### config.mk
export PLATFORM = sky130hd
export DESIGN_NAME = da_wave_monitor
export DESIGN_NICKNAME = d
export VERILOG_FILES = /design/src/rtl/da_wave_monitor.sv
export SDC_FILE = /design/constraint.sdc
export NUM_CORES = 1
export LEC_CHECK = 0
export ABC_CLOCK_PERIOD_IN_PS = 3830
export BUFFER_PORTS_ARGS = -buffer_cell sky130_fd_sc_hd__buf_2
export CAP_MARGIN = 20
export CELL_PAD_IN_SITES_DETAIL_PLACEMENT = 1
export CELL_PAD_IN_SITES_GLOBAL_PLACEMENT = 1
export CORE_ASPECT_RATIO = 1.2
export CORE_MARGIN = 10
export CORE_UTILIZATION = 45
export DETAILED_ROUTE_END_ITERATION = 6
export PLACE_DENSITY_LB_ADDON = 0.1
export SETUP_SLACK_MARGIN = 0.05
export SYNTH_ARGS = -nofsm -noshare
export SYNTH_HDL_FRONTEND = slang
export SYNTH_SLANG_ARGS = --single-unit
### constraint.sdc
create_clock -name Sys_Clock -period 3.83 [get_ports Sys_Clock]
set_input_delay 0.383 -clock Sys_Clock [delete_from_list [all_inputs] [get_ports Sys_Clock]]
set_output_delay 0.383 -clock Sys_Clock [all_outputs]
set_load 0.01 [all_outputs]
### src/rtl/da_wave_monitor.sv
// da_wave_monitor: receive-side monitor for the square-wave DAC bus.
// Synchronizes DA_Clock/DA_Data into Sys_Clock, captures one sample per
// DA_Clock rising edge and classifies samples into high/low phases,
// reporting half-period length and plateau levels at each transition.
//
// Optional feature macro: DA_MON_CYCLE_COUNT_EN
//   defined   -> Half_Period_Clk reports Sys_Clock cycles per phase
//   undefined -> cycle counter not built, Half_Period_Clk tied to 0
//
// Output handshake: there is no ready/back-pressure. Sample_Valid and
// Meas_Valid are single-cycle pulses; their companion data outputs are
// registered with the pulse and hold until the next pulse of the same kind.
module da_wave_monitor #(
    parameter int Data_Width      = 14,
    parameter int Sync_Stages     = 2,
    parameter int Count_Width     = 16,
    parameter int Level_Threshold = 4,
    parameter int Timeout_Samples = 65535
) (
    input  logic                   Sys_Clock,
    input  logic                   nReset,
    input  logic                   DA_Clock,
    input  logic [Data_Width-1:0]  DA_Data,
    output logic                   Sample_Valid,
    output logic [Data_Width-1:0]  Sample_Data,
    output logic                   Meas_Valid,
    output logic [Count_Width-1:0] Half_Period,
    output logic [Data_Width-1:0]  High_Level,
    output logic [Data_Width-1:0]  Low_Level,
    output logic                   Timeout,
    output logic [Count_Width-1:0] Half_Period_Clk
);

    localparam int XW = Data_Width + 1;

    localparam logic [1:0] ST_IDLE = 2'd0;
    localparam logic [1:0] ST_SEEK = 2'd1;
    localparam logic [1:0] ST_HIGH = 2'd2;
    localparam logic [1:0] ST_LOW  = 2'd3;

    localparam logic [XW-1:0]          THRESH    = XW'(Level_Threshold);
    localparam logic [Count_Width-1:0] TO_LIMIT  = Count_Width'(Timeout_Samples);
    localparam logic [Count_Width-1:0] CNT_MAX   = '1;
    localparam logic [Count_Width-1:0] CNT_ONE   = Count_Width'(1);

    // Clock and data travel through identical chains so the data word
    // taken at the edge belongs to the same DA_Clock period.
    logic [Sync_Stages-1:0]                 clk_sync;
    logic [Sync_Stages-1:0][Data_Width-1:0] data_sync;
    logic                                   clk_prev;
    logic                                   capture;

    logic [1:0]             state;
    logic [Data_Width-1:0]  level;
    logic [Count_Width-1:0] cnt;
    logic [Count_Width-1:0] cnt_inc;
    logic                   timeout_hit;

    logic [XW-1:0] s_ext;
    logic [XW-1:0] l_ext;
    logic          up;
    logic          down;
    logic          enter_phase;
    logic          end_phase;

    assign capture = clk_sync[Sync_Stages-1] & ~clk_prev;

    // Synchronizer chains plus edge detector on the synchronized DA_Clock.
    always_ff @(posedge Sys_Clock or negedge nReset) begin
        if (!nReset) begin
            clk_sync  <= '0;
            data_sync <= '0;
            clk_prev  <= 1'b0;
        end else begin
            clk_sync  <= {clk_sync[Sync_Stages-2:0], DA_Clock};
            data_sync <= {data_sync[Sync_Stages-2:0], DA_Data};
            clk_prev  <= clk_sync[Sync_Stages-1];
        end
    end

    // Sample capture: one registered word and pulse per DA_Clock edge.
    always_ff @(posedge Sys_Clock or negedge nReset) begin
        if (!nReset) begin
            Sample_Valid <= 1'b0;
            Sample_Data  <= '0;
        end else begin
            Sample_Valid <= capture;
            if (capture) begin
                Sample_Data <= data_sync[Sync_Stages-1];
            end
        end
    end

    // Classification of the freshly captured sample against the phase level.
    // Widened by one bit so L + threshold cannot wrap.
    always_comb begin
        s_ext       = {1'b0, Sample_Data};
        l_ext       = {1'b0, level};
        up          = s_ext > (l_ext + THRESH);
        down        = (s_ext + THRESH) < l_ext;
        cnt_inc     = (cnt == CNT_MAX) ? cnt : cnt + CNT_ONE;
        timeout_hit = cnt_inc >= TO_LIMIT;
        end_phase   = Sample_Valid &
                      (((state == ST_HIGH) && down) || ((state == ST_LOW) && up));
        enter_phase = end_phase |
                      (Sample_Valid && (state == ST_SEEK) && (up || down));
    end

    // Phase FSM and measurement registers; everything advances on a captured
    // sample, one cycle after Sample_Valid's data is available.
    always_ff @(posedge Sys_Clock or negedge nReset) begin
        if (!nReset) begin
            state       <= ST_IDLE;
            level       <= '0;
            cnt         <= '0;
            Meas_Valid  <= 1'b0;
            Half_Period <= '0;
            High_Level  <= '0;
            Low_Level   <= '0;
            Timeout     <= 1'b0;
        end else begin
            Meas_Valid <= end_phase;
            if (Sample_Valid) begin
                // Every state tracks the newest sample as the reference level.
                level <= Sample_Data;
                if (end_phase) begin
                    Half_Period <= cnt;
                    Timeout     <= 1'b0;
                    if (state == ST_HIGH) begin
                        High_Level <= level;
                    end else begin
                        Low_Level <= level;
                    end
                end
                if (enter_phase) begin
                    cnt   <= CNT_ONE;
                    state <= up ? ST_HIGH : ST_LOW;
                end else if (state == ST_IDLE) begin
                    state <= ST_SEEK;
                end else if ((state == ST_HIGH) || (state == ST_LOW)) begin
                    // Same-direction jumps land here: a level change, not a transition.
                    cnt <= cnt_inc;
                    if (timeout_hit) begin
                        Timeout <= 1'b1;
                        state   <= ST_SEEK;
                    end
                end
            end
        end
    end

`ifdef DA_MON_CYCLE_COUNT_EN
    logic [Count_Width-1:0] cyc_cnt;

    // Sys_Clock cycles since phase entry, latched with each measurement.
    always_ff @(posedge Sys_Clock or negedge nReset) begin
        if (!nReset) begin
            cyc_cnt         <= '0;
            Half_Period_Clk <= '0;
        end else begin
            if (enter_phase) begin
                cyc_cnt <= CNT_ONE;
            end else if (cyc_cnt != CNT_MAX) begin
                cyc_cnt <= cyc_cnt + CNT_ONE;
            end
            if (end_phase) begin
                Half_Period_Clk <= cyc_cnt;
            end
        end
    end
`else
    assign Half_Period_Clk = '0;
`endif

endmodule
==> out/metrics.cfg <==
[min_path]
hold_class=input pin to async pin

[pwr]
p_int_uw=2920
pwr_density_cell_nw_per_um2=626
switchingPower_uw=1450
seqPwrFrac_pct=40.4
finalPower_uw=4360
power_frac_clock_pct=36.1
pwr-share-comb_pct=23.6
vdd_drop_max_uv=269
p_leak_uw=0.00331
p_sw_share_pct=33.2

[clocking]
cts_sinks=124
post_cts_buffers=0
cts_root_buffer=clkbuf_16
cts_htree_levels=4
cts.path.max_buffers=2
worstSkewPairLatency_ns=0.42
cts_buffers=17
tritoncts=built
cts_resized=0
cts_hold_buf=0
clkTransAtPathRegs_ns=0.06

[synth]
ys_async_sr_fraction_pct=100
syn_inst=511
syn_avg_cell_area_um2=11.5
synth_top_area_cell=dfrtp_1
synth_edf_count=0
yosys.cell_count.top_type=dfrtp_1
ys_warn_count=0
synthFlopType=dfrtp_1
synth_cell_types=52
seq_area_frac_synth_pct=52.7
synth-seq-cells=124
yosysTopAreaCellShare_pct=52.7
ys_top_cells_by_area=dfrtp_1 53%, mux2_2 6.9%, ha_1 6.2%
syn_area_um2=5890
synth_commonest_cells=124 x dfrtp_1, 43 x nand2_1, 36 x mux2_2, 32 x o21ai_0, 29 x ha_1

[die]
fp.dieH_um=145
start_util_pct=46.3
core_region_area_um2=12700
die_w_um=124
die_area_um2=18100
num_rows=45
ios=94

[finish]
regArea_um2=3100
drive_gt1_share_pct=28.2
area_growth_pct=18.4
nNetsFinal=639
multiInputGateArea_um2=2540
antenna_cells=0
nFillCells=1382

[sta]
slew_viol_final=0
slew_headroom_pct=32.2
fin_skew_ns=0.00747
rsz0062_at_grt=no
post-route-period-util_pct=93.1
worst_slew_pin_slew_ns=1.01
tns_ns=0
final-setup-viol-count=0
clock.fmax_mhz=280
period_needed_ns=3.57
whs_ns=0.0607
hold_viol=0

[place]
dpl.hpwl_um=10700
port_buffers=77
gp_congestion=0.802

[route]
highest_layer=met4
wl_met2_um=8190
vias=4178
finalWirelength_um=15200
drt.antenna.violating_nets=0
dr_wl_met3_um=569
drc_errors=0
drt-initial-drc-count=199
vias_per_cell=5.43
routedWlPerCell_um=19.7
wl_met1_um=6130
dr.pass1.iters=4

[global_routing]
grt_pass1_wl_um=25300
grt_overflow_total=0
antenna_found_initial=0
grt_max_degree=67
grt_pass1_vias=4796
gr-usage-all-layers_pct=17.2

[setup_path]
cp_max_fo=18
end_kind=register
cp.required_ns=4.13
cp_slowest_cell=o21ai_0
startpoint_type=register
worst_path_largest_cell_delay_ns=0.53
crit_chain=and4_4 -> nor4b_4 -> nand4_1 -> xnor2_1 -> ha_1 -> nand3_1 -> o21ai_0 -> o2111ai_4 -> a21bo_1 -> buf_4 -> mux2_2
r2r-start=level[4]$_DFFE_PN0P_
cp.arrival_ns=3.87
crit_type=register to register
crit_start=level[4]$_DFFE_PN0P_

[run]
maxCapViolCount=0

[outcome]
status=finished, final reports clean

## state kept, by name, summed over array words and instances (netlist names)
signal / count
data_sync: 28
Half_Period: 16
cnt: 16
High_Level: 14
Low_Level: 14
Sample_Data: 14
level: 14
clk_sync: 2
state: 2
Meas_Valid: 1
Sample_Valid: 1
Timeout: 1
clk_prev: 1
## cells in the final DEF, fill, tap and decap left out, drive strengths merged, types with 19 or more instances in the layout
| cell type | netlist | layout |
|---|---|---|
| xnor2 | 19 | 19 |
| buf | 23 | 85 |
| o21ai | 32 | 32 |
| inv | 21 | 29 |
| nand4 | 19 | 19 |
| dfrtp | 124 | 124 |
| mux2 | 44 | 44 |
| ha | 29 | 29 |
| nor2 | 21 | 21 |
| nand2 | 43 | 43 |
## power by group through the flow
stage | clock [µW] | sequential, µW | combinational, µW
finish | 1570 | 1760 | 1030
floorplan | 0 | 1800 | 593
detailed placement | 0 | 1780 | 1030
global route | 1680 | 1800 | 1160
global placement | 0 | 1770 | 990
CTS | 1610 | 1760 | 1050
## through the flow
step / worst slack [ns] / utilization [%] / cell area (µm²) / std cells
final: 0.263 / 54.8 / 6970 / 770
after global routing: 0.0815 / 54.8 / 6970 / 770
after CTS: 0.197 / 54.7 / 6960 / 770
after detailed placement: 0.260 / 50.1 / 6380 / 738
after global placement: 0.323 / 50.1 / 6380 / 738
after floorplan: 0.652 / - / 5940 / 526
## layer usage
layer / GRT usage (%) / up-vias
met1: 18.4 / 2119
met5: 0 / -
met4: 6.71 / 0
met3: 4.66 / 22
met2: 31.1 / 83
li1: - / 1954
## critical path, delay by kind of cell, from the launching register on
kind	cells	cell delay [ns]
buf+inv	1	0.30
simple gates	4	0.93
compound gates	3	0.92
xor+xnor	1	0.16
mux	1	0.38
flops	1	0.46
fa+ha+maj	1	0.30
## layout make-up
type	instances	area share (%)
Multi-Input combinational cell	344	36.5
Clock inverter	15	2.23
Tap cell	164	2.94
Inverter	21	1.13
Timing Repair Buffer	85	6.61
Clock buffer	17	6.10
Sequential cell	124	44.5
## path summary, 6_finish.rpt
| path | slack [ns] | cells past startpoint | endpoint |
|---|---|---|---|
| setup reg to reg | 0.26 | 11 | Half_Period[15]$_DFFE_PN0N_ |
| hold / removal | 0.06 | 1 | Low_Level[4]$_DFFE_PN0P_ |
| hold reg to reg | 0.35 | 0 | data_sync[27]$_DFF_PN0_ |
| min in group Sys_Clock | 0.07 | 1 | data_sync[12]$_DFF_PN0_ |
| max in group asynchronous | 2.98 | 2 | data_sync[25]$_DFF_PN0_ |
| setup / recovery | 0.26 | 11 | Half_Period[15]$_DFFE_PN0N_ |
## cell families (layout without fill, tap and decap cells)
logic type / after synthesis / in the layout / share of synthesized area [%]
adder cells (fa/ha/maj): 29 / 29 / 6.16
buffers and inverters: 58 / 138 / 5.19
XOR/XNOR: 30 / 30 / 4.46
AND/OR/NAND/NOR: 139 / 139 / 12.4
multiplexers: 44 / 44 / 8.93
flip-flops: 124 / 124 / 52.7
AO/OA/AOI/OAI: 86 / 86 / 10.1
other: 1 / 16 / 0.0637
(Power assumes the default switching activity.)
